[src/rtl/div_job_controller_if.sv]
// Bundles the job-in, divider and result-out handshakes of div_job_controller.
// The master modport is the controller's view; slave is the surrounding system.
interface div_job_controller_if #(
  parameter int TAG_W = 4
);
  logic             in_valid;
  logic             in_ready;
  logic [31:0]      in_a;
  logic [15:0]      in_b;
  logic [TAG_W-1:0] in_tag;

  logic             div_start;
  logic [31:0]      div_a;
  logic [15:0]      div_b;
  logic             div_busy;
  logic             div_ready;
  logic [31:0]      div_q;
  logic [15:0]      div_r;

  logic             out_valid;
  logic             out_ready;
  logic [31:0]      out_q;
  logic [15:0]      out_r;
  logic [TAG_W-1:0] out_tag;
  logic             out_dz;
  logic             out_err;

  modport master (
    input  in_valid, in_a, in_b, in_tag,
    input  div_busy, div_ready, div_q, div_r,
    input  out_ready,
    output in_ready,
    output div_start, div_a, div_b,
    output out_valid, out_q, out_r, out_tag, out_dz, out_err
  );

  modport slave (
    output in_valid, in_a, in_b, in_tag,
    output div_busy, div_ready, div_q, div_r,
    output out_ready,
    input  in_ready,
    input  div_start, div_a, div_b,
    input  out_valid, out_q, out_r, out_tag, out_dz, out_err
  );
endinterface

[src/rtl/div_job_controller.sv]
// Job wrapper for the 32/16 divider: FIFO-buffered operand jobs, one divide in
// flight, divide-by-zero bypass and hung-divider timeout, tagged results out.
//
// state     | meaning
// IDLE      | waiting for a queued job; pops the head when one is present
// LAUNCH    | one-cycle div_start pulse, timeout counter cleared
// WAIT_BUSY | waiting for the divider to raise busy (ready ignored)
// WAIT_DONE | waiting for busy low with ready high, then captures q/r
// RESULT    | out_valid held until the consumer accepts
module div_job_controller #(
  parameter int DEPTH   = 4,
  parameter int TAG_W   = 4,
  parameter int TIMEOUT = 64
) (
  input  logic                    clk,
  input  logic                    clear,
  div_job_controller_if.master    bus,
  output logic [$clog2(DEPTH):0]  fifo_count
);
  localparam int AW = $clog2(DEPTH);
  localparam int CW = AW + 1;
  localparam int TW = $clog2(TIMEOUT + 1);
  localparam logic [CW-1:0] FULL_C  = CW'(DEPTH);
  localparam logic [TW-1:0] TO_LAST = TW'(TIMEOUT - 1);

  typedef enum logic [2:0] {IDLE, LAUNCH, WAIT_BUSY, WAIT_DONE, RESULT} state_t;
  state_t state, state_nx;

  logic [31:0]      fa [DEPTH];
  logic [15:0]      fb [DEPTH];
  logic [TAG_W-1:0] ft [DEPTH];
  logic [AW-1:0]    wr_ptr, rd_ptr;
  logic [CW-1:0]    count;
  logic             push, pop, div_done, timed_out;
  logic [TW-1:0]    to_cnt;

  logic [TAG_W-1:0] job_tag;
  logic [31:0]      div_a_q, out_q_q;
  logic [15:0]      div_b_q, out_r_q;
  logic [TAG_W-1:0] out_tag_q;
  logic             out_dz_q, out_err_q;

  assign bus.in_ready = (count < FULL_C);
  assign push         = bus.in_valid && bus.in_ready;
  assign fifo_count   = count;
  assign div_done     = !bus.div_busy && bus.div_ready;
  assign timed_out    = (to_cnt == TO_LAST);

  assign bus.div_a   = div_a_q;
  assign bus.div_b   = div_b_q;
  assign bus.out_q   = out_q_q;
  assign bus.out_r   = out_r_q;
  assign bus.out_tag = out_tag_q;
  assign bus.out_dz  = out_dz_q;
  assign bus.out_err = out_err_q;

  always_ff @(posedge clk) begin
    if (clear) state <= IDLE;
    else       state <= state_nx;
  end

  always_comb begin
    state_nx      = state;
    pop           = 1'b0;
    bus.div_start = 1'b0;
    bus.out_valid = 1'b0;
    case (state)
      IDLE: begin
        if (count != '0) begin
          pop      = 1'b1;
          state_nx = (fb[rd_ptr] == '0) ? RESULT : LAUNCH;
        end
      end
      LAUNCH: begin
        bus.div_start = 1'b1;
        state_nx      = WAIT_BUSY;
      end
      WAIT_BUSY: begin
        if (timed_out)         state_nx = RESULT;
        else if (bus.div_busy) state_nx = WAIT_DONE;
      end
      WAIT_DONE: begin
        if (div_done || timed_out) state_nx = RESULT;
      end
      RESULT: begin
        bus.out_valid = 1'b1;
        if (bus.out_ready) state_nx = IDLE;
      end
      default: state_nx = IDLE;
    endcase
  end

  // Storage is not reset; only pointers and count define what is valid.
  always_ff @(posedge clk) begin
    if (push) begin
      fa[wr_ptr] <= bus.in_a;
      fb[wr_ptr] <= bus.in_b;
      ft[wr_ptr] <= bus.in_tag;
    end
  end

  always_ff @(posedge clk) begin
    if (clear) begin
      wr_ptr    <= '0;
      rd_ptr    <= '0;
      count     <= '0;
      to_cnt    <= '0;
      job_tag   <= '0;
      div_a_q   <= '0;
      div_b_q   <= '0;
      out_q_q   <= '0;
      out_r_q   <= '0;
      out_tag_q <= '0;
      out_dz_q  <= 1'b0;
      out_err_q <= 1'b0;
    end else begin
      if (push) wr_ptr <= wr_ptr + AW'(1);
      if (pop)  rd_ptr <= rd_ptr + AW'(1);
      if (push && !pop)      count <= count + CW'(1);
      else if (pop && !push) count <= count - CW'(1);

      case (state)
        IDLE: begin
          if (pop) begin
            if (fb[rd_ptr] == '0) begin
              out_q_q   <= '1;
              out_r_q   <= '1;
              out_tag_q <= ft[rd_ptr];
              out_dz_q  <= 1'b1;
              out_err_q <= 1'b0;
            end else begin
              div_a_q <= fa[rd_ptr];
              div_b_q <= fb[rd_ptr];
              job_tag <= ft[rd_ptr];
            end
          end
        end
        LAUNCH: to_cnt <= '0;
        WAIT_BUSY, WAIT_DONE: begin
          to_cnt <= to_cnt + TW'(1);
          // A genuine completion wins over a timeout landing on the same cycle.
          if (state == WAIT_DONE && div_done) begin
            out_q_q   <= bus.div_q;
            out_r_q   <= bus.div_r;
            out_tag_q <= job_tag;
            out_dz_q  <= 1'b0;
            out_err_q <= 1'b0;
          end else if (timed_out) begin
            out_q_q   <= '0;
            out_r_q   <= '0;
            out_tag_q <= job_tag;
            out_dz_q  <= 1'b0;
            out_err_q <= 1'b1;
          end
        end
        default: ;
      endcase
    end
  end
endmodule

[src/flat_wrapper.sv]
// flat-port wrapper written by rule: the top's interface ports become plain ports
module div_job_controller_flat 
#(
  parameter int DEPTH   = 4,
  parameter int TAG_W   = 4,
  parameter int TIMEOUT = 64
)
  (clk, clear, fifo_count, bus_in_valid, bus_in_a, bus_in_b, bus_in_tag, bus_div_busy, bus_div_ready, bus_div_q, bus_div_r, bus_out_ready, bus_in_ready, bus_div_start, bus_div_a, bus_div_b, bus_out_valid, bus_out_q, bus_out_r, bus_out_tag, bus_out_dz, bus_out_err);
  div_job_controller_if #(.TAG_W(TAG_W)) bus_i ();
  input  logic clk;
  input  logic clear;
  output logic [$clog2(DEPTH):0] fifo_count;
  input wire logic [$bits(bus_i.in_valid)-1:0] bus_in_valid;
  input wire logic [$bits(bus_i.in_a)-1:0] bus_in_a;
  input wire logic [$bits(bus_i.in_b)-1:0] bus_in_b;
  input wire logic [$bits(bus_i.in_tag)-1:0] bus_in_tag;
  input wire logic [$bits(bus_i.div_busy)-1:0] bus_div_busy;
  input wire logic [$bits(bus_i.div_ready)-1:0] bus_div_ready;
  input wire logic [$bits(bus_i.div_q)-1:0] bus_div_q;
  input wire logic [$bits(bus_i.div_r)-1:0] bus_div_r;
  input wire logic [$bits(bus_i.out_ready)-1:0] bus_out_ready;
  output wire logic [$bits(bus_i.in_ready)-1:0] bus_in_ready;
  output wire logic [$bits(bus_i.div_start)-1:0] bus_div_start;
  output wire logic [$bits(bus_i.div_a)-1:0] bus_div_a;
  output wire logic [$bits(bus_i.div_b)-1:0] bus_div_b;
  output wire logic [$bits(bus_i.out_valid)-1:0] bus_out_valid;
  output wire logic [$bits(bus_i.out_q)-1:0] bus_out_q;
  output wire logic [$bits(bus_i.out_r)-1:0] bus_out_r;
  output wire logic [$bits(bus_i.out_tag)-1:0] bus_out_tag;
  output wire logic [$bits(bus_i.out_dz)-1:0] bus_out_dz;
  output wire logic [$bits(bus_i.out_err)-1:0] bus_out_err;
  assign bus_i.in_valid = bus_in_valid;
  assign bus_i.in_a = bus_in_a;
  assign bus_i.in_b = bus_in_b;
  assign bus_i.in_tag = bus_in_tag;
  assign bus_i.div_busy = bus_div_busy;
  assign bus_i.div_ready = bus_div_ready;
  assign bus_i.div_q = bus_div_q;
  assign bus_i.div_r = bus_div_r;
  assign bus_i.out_ready = bus_out_ready;
  assign bus_in_ready = bus_i.in_ready;
  assign bus_div_start = bus_i.div_start;
  assign bus_div_a = bus_i.div_a;
  assign bus_div_b = bus_i.div_b;
  assign bus_out_valid = bus_i.out_valid;
  assign bus_out_q = bus_i.out_q;
  assign bus_out_r = bus_i.out_r;
  assign bus_out_tag = bus_i.out_tag;
  assign bus_out_dz = bus_i.out_dz;
  assign bus_out_err = bus_i.out_err;
  div_job_controller #(.DEPTH(DEPTH), .TAG_W(TAG_W), .TIMEOUT(TIMEOUT)) u_core (.clk(clk), .clear(clear), .bus(bus_i), .fifo_count(fifo_count));
endmodule
[config.mk]
export PLATFORM = sky130hd
export DESIGN_NAME = div_job_controller_flat
export DESIGN_NICKNAME = d
export VERILOG_FILES = /design/src/rtl/div_job_controller_if.sv /design/src/rtl/div_job_controller.sv /design/src/flat_wrapper.sv
export SDC_FILE = /design/constraint.sdc
export NUM_CORES = 1
export LEC_CHECK = 0
export BUFFER_PORTS_ARGS = -buffer_cell sky130_fd_sc_hd__buf_2
export CAP_MARGIN = 30
export CORE_MARGIN = 10
export CORE_UTILIZATION = 40
export DETAILED_ROUTE_END_ITERATION = 10
export HOLD_SLACK_MARGIN = 0.1
export REMOVE_ABC_BUFFERS = 1
export SLEW_MARGIN = 40
export SYNTH_ARGS = -nofsm -noshare
export SYNTH_HDL_FRONTEND = slang
export SYNTH_SLANG_ARGS = --single-unit
[constraint.sdc]
create_clock -name clk -period 7.7 [get_ports clk]
set_input_delay 0 -clock clk [delete_from_list [all_inputs] [get_ports clk]]
set_output_delay 0 -clock clk [all_outputs]
set_load 0.03 [all_outputs]
### Yosys cells after proc, flatten, opt, wreduce, memory -nomap -nowiden

Memories as Yosys holds them, arrays and structs flattened. A register that Yosys moved wholly into a read port is not among the register bits.
Cells that the tools add are included.

| word-level totals | value |
|---|---|
| input bits | 106 |
| memories kept | 3 |
| logic and storage cells | 98 |
| output and inout bits | 108 |
| register bits | 91 |
| bits in writable memories | 208 |

| cells by class | value |
|---|---|
| bitwise operators | 1 |
| equal/unequal tests | 12 |
| reductions and logical operators | 19 |
| magnitude comparators | 1 |
| add/subtract/negate cells | 5 |
| multiplexer cells | 45 |

Memory list:

| name | words | bits a word | rd ports | clocked after memory_dff | wr ports | line | text |
|---|---|---|---|---|---|---|---|
| u_core.fa | 4 | 32 | 1 | 1 | 1 | div_job_controller.sv:29 | `logic [31:0] fa [DEPTH];` |
| u_core.fb | 4 | 16 | 1 | 1 | 1 | div_job_controller.sv:30 | `logic [15:0] fb [DEPTH];` |
| u_core.ft | 4 | 4 | 1 | 1 | 1 | div_job_controller.sv:31 | `logic [TAG_W-1:0] ft [DEPTH];` |

Operators with widths:

| kind | count |
|---|---|
| 32-bit 2-to-1 mux | 4 |
| 16-bit 2-to-1 mux | 4 |
| 32-bit one-hot mux with 2 select lines | 1 |
| 16-bit one-hot mux with 2 select lines | 1 |
| 3-bit 2-to-1 mux | 8 |
| 16-bit zero test | 1 |
| 4-bit 2-to-1 mux | 4 |
| 3-bit one-hot mux with 5 select lines | 1 |
| 1-bit 2-to-1 mux | 14 |
| 7-bit one-hot mux with 2 select lines | 1 |
| 2-bit 2-to-1 mux | 4 |
| 2-bit by 1-bit inequality test with 1-bit output, second input constant | 4 |
| 4-bit one-hot mux with 2 select lines | 1 |
| 4-bit AND reduction | 2 |
| 7-bit by 1-bit adder with 7-bit output, second input constant | 1 |
| 7-bit by 6-bit == test with 1-bit output, second input constant | 1 |
| 3-bit by 2-bit == test with 1-bit output, second input constant | 2 |
| 2-bit nonzero test | 3 |
| 1-bit logical AND | 5 |
| 2-bit by 1-bit adder with 2-bit output, second input constant | 2 |
| 1-bit one-hot mux with 2 select lines | 2 |
| 3-bit by 1-bit adder with 3-bit output, second input constant | 1 |
| 3-bit by 1-bit == test with 1-bit output, second input constant | 1 |
| 3-bit == test, second input constant | 1 |
| other kinds (12) | 14 |

### Logic depth before layout (Yosys ltp)

Gate-level depths: netlist of run 1.

| logic depth | value |
|---|---|
| depth in word-level cells | 6 |
| gate-level depth with buffers | 10 |
| mapped depth without buffers | 9 |

### Worst setup path before layout of run 1

Ideal clock, no wire load.

| timing path | value |
|---|---|
| path type | register to register |
| start point | register u_core.count[2] (netlist: u_core.fifo_count[2]) |
| end point | memory u_core.fa[0][0] (enable) |
| cell stages (with the launch flop) | 4 |
| period minus slack after synthesis | 2491 ps |
| data required time | 7285 ps |
| setup time | 415 ps |
| buffers on the path | 1 |
| slack | 5209 ps |
| data arrival time | 2076 ps |
| cells stage by stage | dfxtp_1 nor2b_1 clkbuf_1 and2_1 |

| between the ends | value |
|---|---|
| longest elaborated chain between the ends | 4 |

RTL lines:

| item | line | text |
|---|---|---|
| start: declaration | div_job_controller.sv:33 | `logic [CW-1:0] count;` |
| start signal: assignment | div_job_controller.sv:119 | `if (push && !pop) count <= count + CW'(1);` |
| start signal: assignment | div_job_controller.sv:120 | `else if (pop && !push) count <= count - CW'(1);` |
| 3-bit < comparator | div_job_controller.sv:43 | `assign bus.in_ready = (count < FULL_C);` |
| 1-bit logical AND | div_job_controller.sv:44 | `assign push = bus.in_valid && bus.in_ready;` |
| net u_core.push | div_job_controller.sv:34 | `logic push, pop, div_done, timed_out;` |
| 1-bit 2-to-1 mux | div_job_controller.sv:95 | `if (push) begin` |
| 1-bit 2-to-1 mux (implied by the code) | div_job_controller.sv:96 | `fa[wr_ptr] <= bus.in_a;` |
| end: declaration | div_job_controller.sv:29 |  |

The timed path passes the listed nets, and every way through them passes these cells.

==> run_results.csv, run 1 <==
group,metric,value,unit
placed_design,placedCellCount,1438,
route,detail_route.drc_violations,0,
placed_design,gp_congestion,0.751,
yosys,synth_enable_flop_cells,208,
final_layout,post_layout_nonfiller_instances,1608,
timing,setup_tns,0,ns
outcome,run_status,"complete, no violations",
worst_setup_path,worstSetupStartpointType,"flop",
die,floorplan.die.height,197,um
worst_setup_path,critical-path-slowest-cell,"mux4_2",
die,initial_core_util,40.8,%
timing,rsz0062_at_grt,"no",
die,placementRows,64,
route,wl_per_cell,19.7,um
clocking,count_of_cells_resized_by_post_cts_repair,0,
global_routing,global_route.usage.total,15.9,%
die,die_extent_in_x,197,um
final_layout,layout.core_utilization,52.8,%
clocking,cts.sinks,333,
yosys,synth_async_sr_flop_share,0,%
worst_setup_path,crit_chain,"buf_4, mux4_2, nor4_1, nand4_1, buf_4, buf_4, a21oi_4, buf_4, o21a_1",
global_routing,grt_start_max_net_pins,96,
yosys,seq_area_frac_synth,69.7,%
placed_design,post-place-ws,4.25,ns
global_routing,grt_first_pass_wirelength,49.5,mm
final_layout,final_layout_size_suffix_gt1_share,28.7,%
worst_setup_path,worstPathArrival,3.91,ns
worst_setup_path,critical_path.endpoint_type,"flop",
clocking,clock_latency,0.51,ns
timing,final_critical_path_setup_slack,4.23,ns
placed_design,placement.io_buffers,213,
die,core_area,30700,um2
route,vias,8344,
timing,skew,0.0161,ns
clocking,tritoncts,"yes",
global_routing,first_global_vias,8603,
yosys,ys_dominant_reg_cell,"edfxtp_1",
worst_setup_path,r2r_cells,9,
yosys,ys_top_cells_by_count,"edfxtp_1, dfxtp_1, a21oi_1",
die,dieArea,38900,um2
yosys,synthesis.area,12600,um2
yosys,synth.top_cell.area_share,49.8,%
route,routed_wl,31.6,mm
timing,slew-limit-headroom,47.4,%
yosys,yosys.cell_count.top_type,"edfxtp_1",
pwr,pwr_density_cell,381,nW/um2
worst_setup_path,crit_required,8.15,ns
die,floorplan.io_pins,214,
clocking,clkSlewWorstSetupHoldPaths,0.06,ns
worst_setup_path,critical_path.reg2reg.endpoint,"u_core.bus.out_r[7]",
clocking,number_of_cts_inserted_buffers,36,
route,detail_route.first_pass.iterations,5,
clocking,cts_hold_repair.buffers,105,
clocking,max-clock-path-buffers,3,
timing,hold_violations,0,
yosys,ys_seq_elements,333,
timing,final_period_minus_worst_setup_slack,3.47,ns
run,drv_cap,0,
yosys,synth.yosys.warnings,0,
placed_design,place_hpwl,19.6,mm
min_path,holdCritPathClass,"input pin to flop",
timing,final_max_slew_viol_count,0,
timing,fmax,288,MHz
final_layout,nets,1298,
yosys,synthCells,885,
clocking,clock-root-buffer,"clkbuf_16",
worst_setup_path,critPathMaxStageDelay,0.58,ns
final_layout,area.growth.synth_to_final,29.4,%
worst_setup_path,r2r_setup_slack,4.23,ns
timing,fin_crit_sh,45.0,%
yosys,netlist-cell-type-count,42,
final_layout,filler_cell_count,2573,
yosys,synth_top_cells_by_area,"edfxtp_1, dfxtp_1, mux4_2",
timing,tightestPinTransition,0.789,ns
yosys,synthDominantAreaCellType,"edfxtp_1",
final_layout,num_antenna_cells,0,
pwr,max-vdd-ir-drop,0.000172,V
worst_setup_path,timing.setup.critical_path_class,"flop to flop",
worst_setup_path,critical_path_peak_fanout,49,
global_routing,number_of_antenna_violations_at_the_first_check_in_global_routing,0,
route,route.detailed.vias_per_inst,5.19,
clocking,number_of_levels_in_the_clock_h_tree,2,
timing,timing.final.setup_violations,0,
worst_setup_path,crit_top_cell,"buf_4",
pwr,power.leakage,0.00596,uW
worst_setup_path,critPathCapture,"u_core.bus.out_r[7]",
route,drtAntennaViolNets,0,
yosys,synthesis.area_per_instance,14.2,um2
global_routing,globalRouteOverflowTotal,0,
route,dr.first_iter.drc_count,535,
clocking,post-cts-setup-buffers,0,
critical path: cells and delay by family (launching register included):
kind	cells	cell delay [ns]
DFF	1	0.31
muxes	1	0.58
AOI/OAI and AO/OA	2	0.38
and+or+nand+nor	2	0.71
buffers and inverters	4	1.35
placed cells by master (no fill, tap or decap), types with 7 or more instances in the layout:
cell type,instances
a211oi_1,8
a21oi_1,110
buf_2,212
buf_4,11
clkbuf_16,38
clkinv_1,7
dfxtp_1,122
dlygate4sd3_1,105
edfxtp_1,208
inv_1,10
mux4_2,52
nand2_1,54
nand3_1,55
nor2_1,30
o21a_1,51
o21ai_0,55
state kept, by name, summed over array words and instances, names as in the netlist, named ones only:
name                count
u_core.bus.div_b       16
u_core.state            3
u_core.fa             128
u_core.bus.out_q       32
u_core.bus.out_err      1
u_core.bus.out_r       16
u_core.bus.div_a       32
u_core.job_tag          4
u_core.wr_ptr           2
u_core.bus.out_dz       1
u_core.bus.out_tag      4
u_core.fb              64
u_core.ft              16
u_core.rd_ptr           2
u_core.fifo_count       3
u_core.to_cnt           7
through the flow:
step	power, uW	area, um2	hold slack (ns)
after floorplan	3840	12300	0.0691
after global placement	4490	13900	0.216
after detailed placement	4530	14000	0.218
after CTS	6290	16200	0.105
after global routing	6540	16200	0.176
final	6190	16200	0.114
area by class of cell:
cell class	instances	area, um2	area share (%)
inverter	11	43.8	0.270
clock inverter	15	126	0.778
tap	396	495	3.05
sequential	333	8750	53.9
multi-input combinational	471	3510	21.6
clock buffer	50	1060	6.50
timing repair buffer	332	2260	13.9
routing by layer:
| metal | part of all wire, % | vias up | track usage [%] |
|---|---|---|---|
| met5 | 0 | - | 0 |
| met4 | 1.5 | 0 | 3.87 |
| met3 | 6.9 | 39 | 3.85 |
| met2 | 48 | 263 | 26.3 |
| met1 | 44 | 4096 | 20.8 |
| li1 | - | 3946 | - |
worst min path at each step:
stage,from,endpoint,depth (start not counted)
after global placement,bus_in_a[18],u_core.fa[2][18],1
after CTS,bus_div_ready,u_core.bus.out_err,4
after global routing,bus_div_ready,u_core.bus.out_err,4
final,bus_div_ready,u_core.bus.out_err,4
after detailed placement,bus_in_b[14],u_core.fb[3][14],1
after floorplan,clear,u_core.bus.div_a[0],1
where the power goes:
| part | total (uW) | leakage [uW] | switching [uW] | internal, uW |
|---|---|---|---|---|
| Clock | 1690 | 0.000579 | 669 | 1030 |
| Sequential | 2520 | 0.00293 | 223 | 2290 |
| Combinational | 1980 | 0.00245 | 1300 | 682 |
cell families (layout without fill, tap and decap cells):
group,Yosys count,count (layout),synth area share [%]
simple gates,168,168,6.14
xor+xnor,5,5,0.349
flops,333,333,69.7
mux,55,55,9.58
compound gates,236,236,10.9
fa+ha+maj,7,7,0.758
buf+inv,81,408,2.62
(Power assumes the default switching activity.)
==> inputs of run 2 (changes only) <==
--- a/config.mk
+++ b/config.mk
@@ -5,6 +5,7 @@
 export SDC_FILE = /design/constraint.sdc
 export NUM_CORES = 1
 export LEC_CHECK = 0
+export ABC_AREA = 1
 export BUFFER_PORTS_ARGS = -buffer_cell sky130_fd_sc_hd__buf_2
 export CAP_MARGIN = 30
 export CORE_MARGIN = 10
==> constraint.sdc (replaced) <==
create_clock -name clk -period 3.58 [get_ports clk]
set_input_delay 0 -clock clk [delete_from_list [all_inputs] [get_ports clk]]
set_output_delay 0 -clock clk [all_outputs]
set_load 0.03 [all_outputs]
==> run_results.csv, run 2 <==
group,metric,value,unit
timing,fmax,397,MHz
yosys,ys_dominant_reg_cell,"edfxtp_1",
die,dieArea,41400,um2
final_layout,largestRegisters,"u_core.fa (128), u_core.fb (64)",
final_layout,num_antenna_cells,0,
clocking,clock_latency,0.52,ns
worst_setup_path,critical_path.endpoint_type,"flop",
timing,timing.final.setup_violations,0,
final_layout,area.growth.synth_to_final,27.5,%
global_routing,global_route.usage.total,16.3,%
timing,final_max_slew_viol_count,0,
final_layout,max_flop_register,"u_core.fa",
pwr,power.share.switching,39.2,%
pwr,max-vdd-ir-drop,0.000492,V
final_layout,largest_register_ff_count,128,
global_routing,number_of_antenna_violations_at_the_first_check_in_global_routing,2,
placed_design,placedCellCount,1995,
worst_setup_path,crit_top_cell,"nand2_1",
worst_setup_path,path_delay_family,"simple AND/OR/NAND/NOR gates",
clocking,tritoncts,"yes",
clocking,clkSlewWorstSetupHoldPaths,0.05,ns
timing,rsz0062_at_grt,"no",
yosys,netlist-cell-type-count,28,
route,detail_route.first_pass.iterations,5,
worst_setup_path,crit_required,3.97,ns
yosys,synth.top_cell.area_share,46.4,%
worst_setup_path,timing.setup.critical_path_class,"flop to flop",
min_path,hold_path_startpoint,"bus_in_valid",
final_layout,seq_area,8750,um2
die,floorplan.die.height,203,um
global_routing,grt_first_pass_wirelength,54.9,mm
worst_setup_path,r2r_cells,12,
route,route.detailed.vias_per_inst,4.77,
final_layout,filler_cell_count,3075,
route,routed_wl,34.7,mm
run,drv_cap,0,
route,detail_route.drc_violations,0,
route,drtAntennaViolNets,0,
global_routing,grt_start_max_net_pins,99,
die,placementRows,67,
die,die_extent_in_x,203,um
global_routing,first_global_vias,10206,
pwr,power.leakage,0.00723,uW
final_layout,layout.cells.most_common,"nand2_1",
worst_setup_path,crit_chain,"inv_2, nand2_1, nand3_1, nand2_1, nand2_1, nor2_1, nand2_1, o21ai_4, nand2_1, nand2_1, a21oi_1, dlygate4sd3_1",
yosys,synth.yosys.warnings,0,
min_path,min_delay_path_depth,3,
timing,final_critical_path_setup_slack,1.06,ns
die,core_area,33400,um2
final_layout,post_layout_nonfiller_instances,2169,
pwr,share_seq_of_total_power,36.6,%
yosys,synthesis.area_per_instance,9.65,um2
timing,tightestPinTransition,0.670,ns
worst_setup_path,critical_path_peak_fanout,33,
clocking,number_of_levels_in_the_clock_h_tree,2,
yosys,synth_top_cells_by_area,"edfxtp_1, dfxtp_1, nand2_1",
yosys,synthDominantAreaCellType,"edfxtp_1",
timing,slew-limit-headroom,55.3,%
pwr,combinationalPowerShare,37.0,%
clocking,count_of_cells_resized_by_post_cts_repair,0,
outcome,run_status,"complete, no violations",
pwr,net-switching-power,5410,uW
pwr,power,13800,uW
timing,final_period_minus_worst_setup_slack,2.52,ns
worst_setup_path,r2r_setup_slack,1.06,ns
yosys,synthesis.area,13500,um2
worst_setup_path,worstSetupStartpointType,"flop",
clocking,max-clock-path-buffers,3,
clocking,clock-root-buffer,"clkbuf_16",
placed_design,place_hpwl,20.1,mm
min_path,holdCritPathClass,"input pin to flop",
yosys,yosys.cell_count.top_type,"nand2_1",
final_layout,final_layout_size_suffix_gt1_share,20.4,%
die,initial_core_util,40.3,%
worst_setup_path,worstPathArrival,2.91,ns
route,vias,10337,
global_routing,globalRouteOverflowTotal,0,
worst_setup_path,critical_path.reg2reg.endpoint,"u_core.state[0]",
worst_setup_path,critical-path-slowest-cell,"dlygate4sd3_1",
min_path,min_delay_worst_endpoint,"u_core.wr_ptr[0]",
clocking,cts.sinks,333,
yosys,synth_enable_flop_cells,208,
pwr,pwr_density_cell,804,nW/um2
timing,hold_violations,0,
yosys,synthCells,1395,
final_layout,multi_input_comb_area,3820,um2
route,dr.first_iter.drc_count,547,
placed_design,gp_congestion,0.782,
yosys,synth_async_sr_flop_share,0,%
yosys,seq_area_frac_synth,65.0,%
route,wl_per_cell,16.0,um
pwr,power.clock.fraction,26.4,%
yosys,ys_top_cells_by_count,"nand2_1, nor2_1, edfxtp_1",
final_layout,layout.cells.most_common_list,"nand2_1, buf_2, nor2_1",
final_layout,nets,1806,
pwr,internal_power,8380,uW
die,floorplan.io_pins,214,
worst_setup_path,critPathBufInv,2,
timing,skew,0.0134,ns
worst_setup_path,critPathMaxStageDelay,0.57,ns
timing,fin_crit_sh,70.3,%
yosys,ys_seq_elements,333,
clocking,post-cts-setup-buffers,0,
placed_design,post-place-ws,1.17,ns
placed_design,placement.io_buffers,213,
clocking,number_of_cts_inserted_buffers,37,
worst_setup_path,cp.depth,12,
## run 2: worst max path at each step
stage / endpoint / slack [ns] / startpoint
after floorplan: u_core.fa[0][0] / -0.02 / u_core.fifo_count[2]
after global placement: u_core.job_tag[2] / 1.09 / flop
after detailed placement: u_core.bus.out_q[2] / 1.17 / flop
after CTS: u_core.state[2] / 1.09 / flop
after global routing: u_core.state[0] / 0.86 / flop
final: u_core.state[0] / 1.06 / flop
## run 2: final cells by class
class                           count  share of cell area, %
Tap cell                          448                   3.27
Sequential cell                   333                   51.0
Clock inverter                     19                   1.02
Clock buffer                       48                   5.75
Timing Repair Buffer              337                   13.4
Inverter                          149                   3.32
Multi-Input combinational cell    835                   22.3
## run 2: stage by stage
stage | hold slack, ns | util (%) | setup TNS [ns] | cell area (um2)
final | 0.178 | 51.4 | 0 | 17200
after global placement | 0.215 | 44.7 | 0 | 14900
after detailed placement | 0.217 | 44.7 | 0 | 14900
after floorplan | 0.0624 | - | -4.60 | 13100
after CTS | 0.173 | 51.4 | 0 | 17200
after global routing | 0.211 | 51.4 | 0 | 17200
## run 2: timing repair
item | CTS | global route
hold endpoints to repair | 267 | 0
hold buffers | 107 | 0
setup endpoints to repair | 0 | 0
## run 2: power groups by stage
stage                     Combinational, uW  Clock (uW)  Sequential (uW)
after floorplan                        2720           0             5870
after global placement                 4970           0             5120
after detailed placement               5040           0             5130
after CTS                              5180        3750             5050
after global routing                   5760        3900             5110
final                                  5100        3640             5050
## run 2: per-layer routing
metal	part of all wire (%)	routed length, um	track usage (%)	up-vias
met4	1.6	548	4.16	4
met5	0.061	21	0	-
met3	7.0	2410	4.54	43
met1	45	15400	20.1	4863
met2	47	16200	27.5	269
li1	-	-	-	5158
## run 2: logic make-up after synthesis
family / share of synthesized area (%)
and+or+nand+nor: 17.9
DFF: 65.0
AOI/OAI and AO/OA: 9.53
buffers and inverters: 6.89
adders and majority gates: 0.707
## run 2: tightest hold or removal path: stages
cell	delay, ns
buf_2	0.07
nand2_1	0.32
a21oi_1	0.24
==> inputs of run 3 (changes only) <==
==> constraint.sdc (replaced) <==
create_clock -name clk -period 2.45 [get_ports clk]
set_input_delay 0 -clock clk [delete_from_list [all_inputs] [get_ports clk]]
set_output_delay 0 -clock clk [all_outputs]
set_load 0.03 [all_outputs]
==> run_results.csv, run 3 (synthesis gave the netlist of run 2 again) <==
group,metric,value,unit
worst_setup_path,critical_path.reg2reg.endpoint,"u_core.state[2]",
worst_setup_path,crit_required,2.90,ns
clocking,clock_latency,0.52,ns
worst_setup_path,critical_path_peak_fanout,10,
final_layout,max_flop_register,"u_core.fa",
timing,hold_slack,0.238,ns
route,drtAntennaViolNets,0,
worst_setup_path,crit_chain,"inv_2, buf_4, nand2_1, nand3_1, nand2_1, nand2_1, nor2_1, nand2_1, o21ai_4, nand2_4, a21oi_2, dlygate4sd3_1",
timing,fmax,432,MHz
die,initial_core_util,40.3,%
placed_design,gp_congestion,0.795,
worst_setup_path,path_delay_family,"simple AND/OR/NAND/NOR gates",
final_layout,layout.cell_area.non_filler,17400,um2
worst_setup_path,r2r_setup_slack,0.14,ns
clocking,cts.sinks,333,
final_layout,layout.cells.most_common_list,"nand2_1, buf_2, nor2_1",
min_path,holdCritPathClass,"input pin to flop",
die,core_area,33400,um2
die,dieArea,41400,um2
timing,tightestPinTransition,0.678,ns
clocking,max-clock-path-buffers,3,
run,drv_cap,0,
timing,rsz0062_at_grt,"no",
outcome,run_status,"complete, no violations",
pwr,power.leakage,0.00732,uW
route,detail_route.drc_violations,0,
timing,final_period_minus_worst_setup_slack,2.31,ns
route,detail_route.first_pass.iterations,7,
timing,fin_crit_sh,94.4,%
global_routing,first_global_vias,10304,
worst_setup_path,crit_top_cell,"nand2_1",
final_layout,nets,1823,
die,floorplan.io_pins,214,
die,die_extent_in_x,203,um
route,vias,10396,
global_routing,globalRouteOverflowTotal,0,
final_layout,largest_register_ff_count,128,
global_routing,grt_first_pass_wirelength,55.8,mm
worst_setup_path,critical-path-slowest-cell,"dlygate4sd3_1",
worst_setup_path,worstSetupStartpointType,"flop",
final_layout,area.growth.synth_to_final,29.0,%
timing,skew,0.0156,ns
worst_setup_path,worstPathArrival,2.77,ns
worst_setup_path,critPathMaxStageDelay,0.54,ns
worst_setup_path,critPathBufInv,3,
final_layout,final_layout_size_suffix_gt1_share,20.9,%
final_layout,layout.cells.most_common,"nand2_1",
die,placementRows,67,
placed_design,post_dp_cell_area,15200,um2
placed_design,placement.io_buffers,213,
clocking,number_of_cts_inserted_buffers,37,
clocking,tritoncts,"yes",
clocking,post-cts-setup-buffers,0,
placed_design,placedCellCount,2012,
global_routing,number_of_antenna_violations_at_the_first_check_in_global_routing,3,
pwr,max-vdd-ir-drop,0.000838,V
worst_setup_path,critical_path.endpoint_type,"flop",
worst_setup_path,timing.setup.critical_path_class,"flop to flop",
final_layout,post_layout_nonfiller_instances,2189,
timing,slew-limit-headroom,54.7,%
clocking,clkSlewWorstSetupHoldPaths,0.06,ns
worst_setup_path,r2r_cells,12,
worst_setup_path,cp.depth,12,
final_layout,largestRegisters,"u_core.fa (128), u_core.fb (64)",
pwr,pwr_density_cell,1170,nW/um2
die,floorplan.die.height,203,um
route,wl_per_cell,15.9,um
global_routing,global_route.usage.total,16.5,%
route,dr.first_iter.drc_count,469,
final_layout,filler_cell_count,3042,
timing,setup_tns,0,ns
timing,final_max_slew_viol_count,0,
global_routing,grt_start_max_net_pins,66,
route,route.detailed.vias_per_inst,4.75,
clocking,clock-root-buffer,"clkbuf_16",
clocking,number_of_levels_in_the_clock_h_tree,2,
timing,timing.final.setup_violations,0,
placed_design,place_hpwl,21.2,mm
worst_setup_path,critPathCapture,"u_core.state[2]",
route,routed_wl,34.8,mm
timing,hold_violations,0,
run 3: changes by cell type in the layout (fill, tap and decap cells not counted), sizes merged:
| cell | delta |
|---|---|
| buf | +17 |
| bufinv | -2 |
| clkbuf | +4 |
| clkinvlp | -1 |
| diode | +3 |
| inv | -1 |
run 3: repair_timing:
action | 4_1_cts | 5_1_grt
setup endpoints to repair | 0 | 2
endpoints found under the hold margin | 272 | 0
hold buffers | 107 | 0
resized for setup | 0 | 2
run 3: power by group:
part	total (uW)	internal (uW)	switching (uW)	leakage [uW]
clock network	5120	2990	2130	0.000548
registers	7360	6950	407	0.00293
logic	7890	2460	5420	0.00384
total	20400	12400	7960	0.00732
run 3: metal layers:
layer	vias to the layer above	global-route usage [%]	wire length, um
met2	284	26.5	15700
met3	49	3.93	2380
met5	-	0	0
met1	4859	22.0	16100
met4	0	4.29	647
li1	5204	-	-
run 3: cell type report:
type	count	area [um2]	share of cell area, %
clock buffers	52	1010	5.83
well taps	448	561	3.23
diodes	3	7.51	0.0432
multi-input cells	835	3820	22.0
inverters	149	563	3.24
clock inverters	15	104	0.598
flip-flops and latches	333	8750	50.4
repair buffers	354	2540	14.6
run 3: stage by stage:
step / setup slack [ns] / total power (uW) / util, %
2_1_floorplan: -1.15 / 13800 / -
3_3_place_gp: 0.311 / 15100 / 45.4
3_5_place_dp: 0.240 / 15300 / 45.4
4_1_cts: 0.0713 / 20600 / 52.0
5_1_grt: 0.00170 / 21900 / 52.0
6_report: 0.136 / 20400 / 52.0
run 3: worst min-delay path by stage:
stage | end | cells after the start | slack, ns | startpoint
final | u_core.fb[3][9] | 2 | 0.24 | bus_in_b[9]
after global routing | u_core.fb[1][11] | 2 | 0.22 | bus_in_b[11]
after CTS | u_core.fb[1][12] | 2 | 0.21 | bus_in_b[12]
after detailed placement | u_core.fa[3][20] | 1 | 0.22 | bus_in_a[20]
after global placement | u_core.fa[0][2] | 1 | 0.22 | bus_in_a[2]
after floorplan | u_core.state[2] | 1 | 0.06 | clear
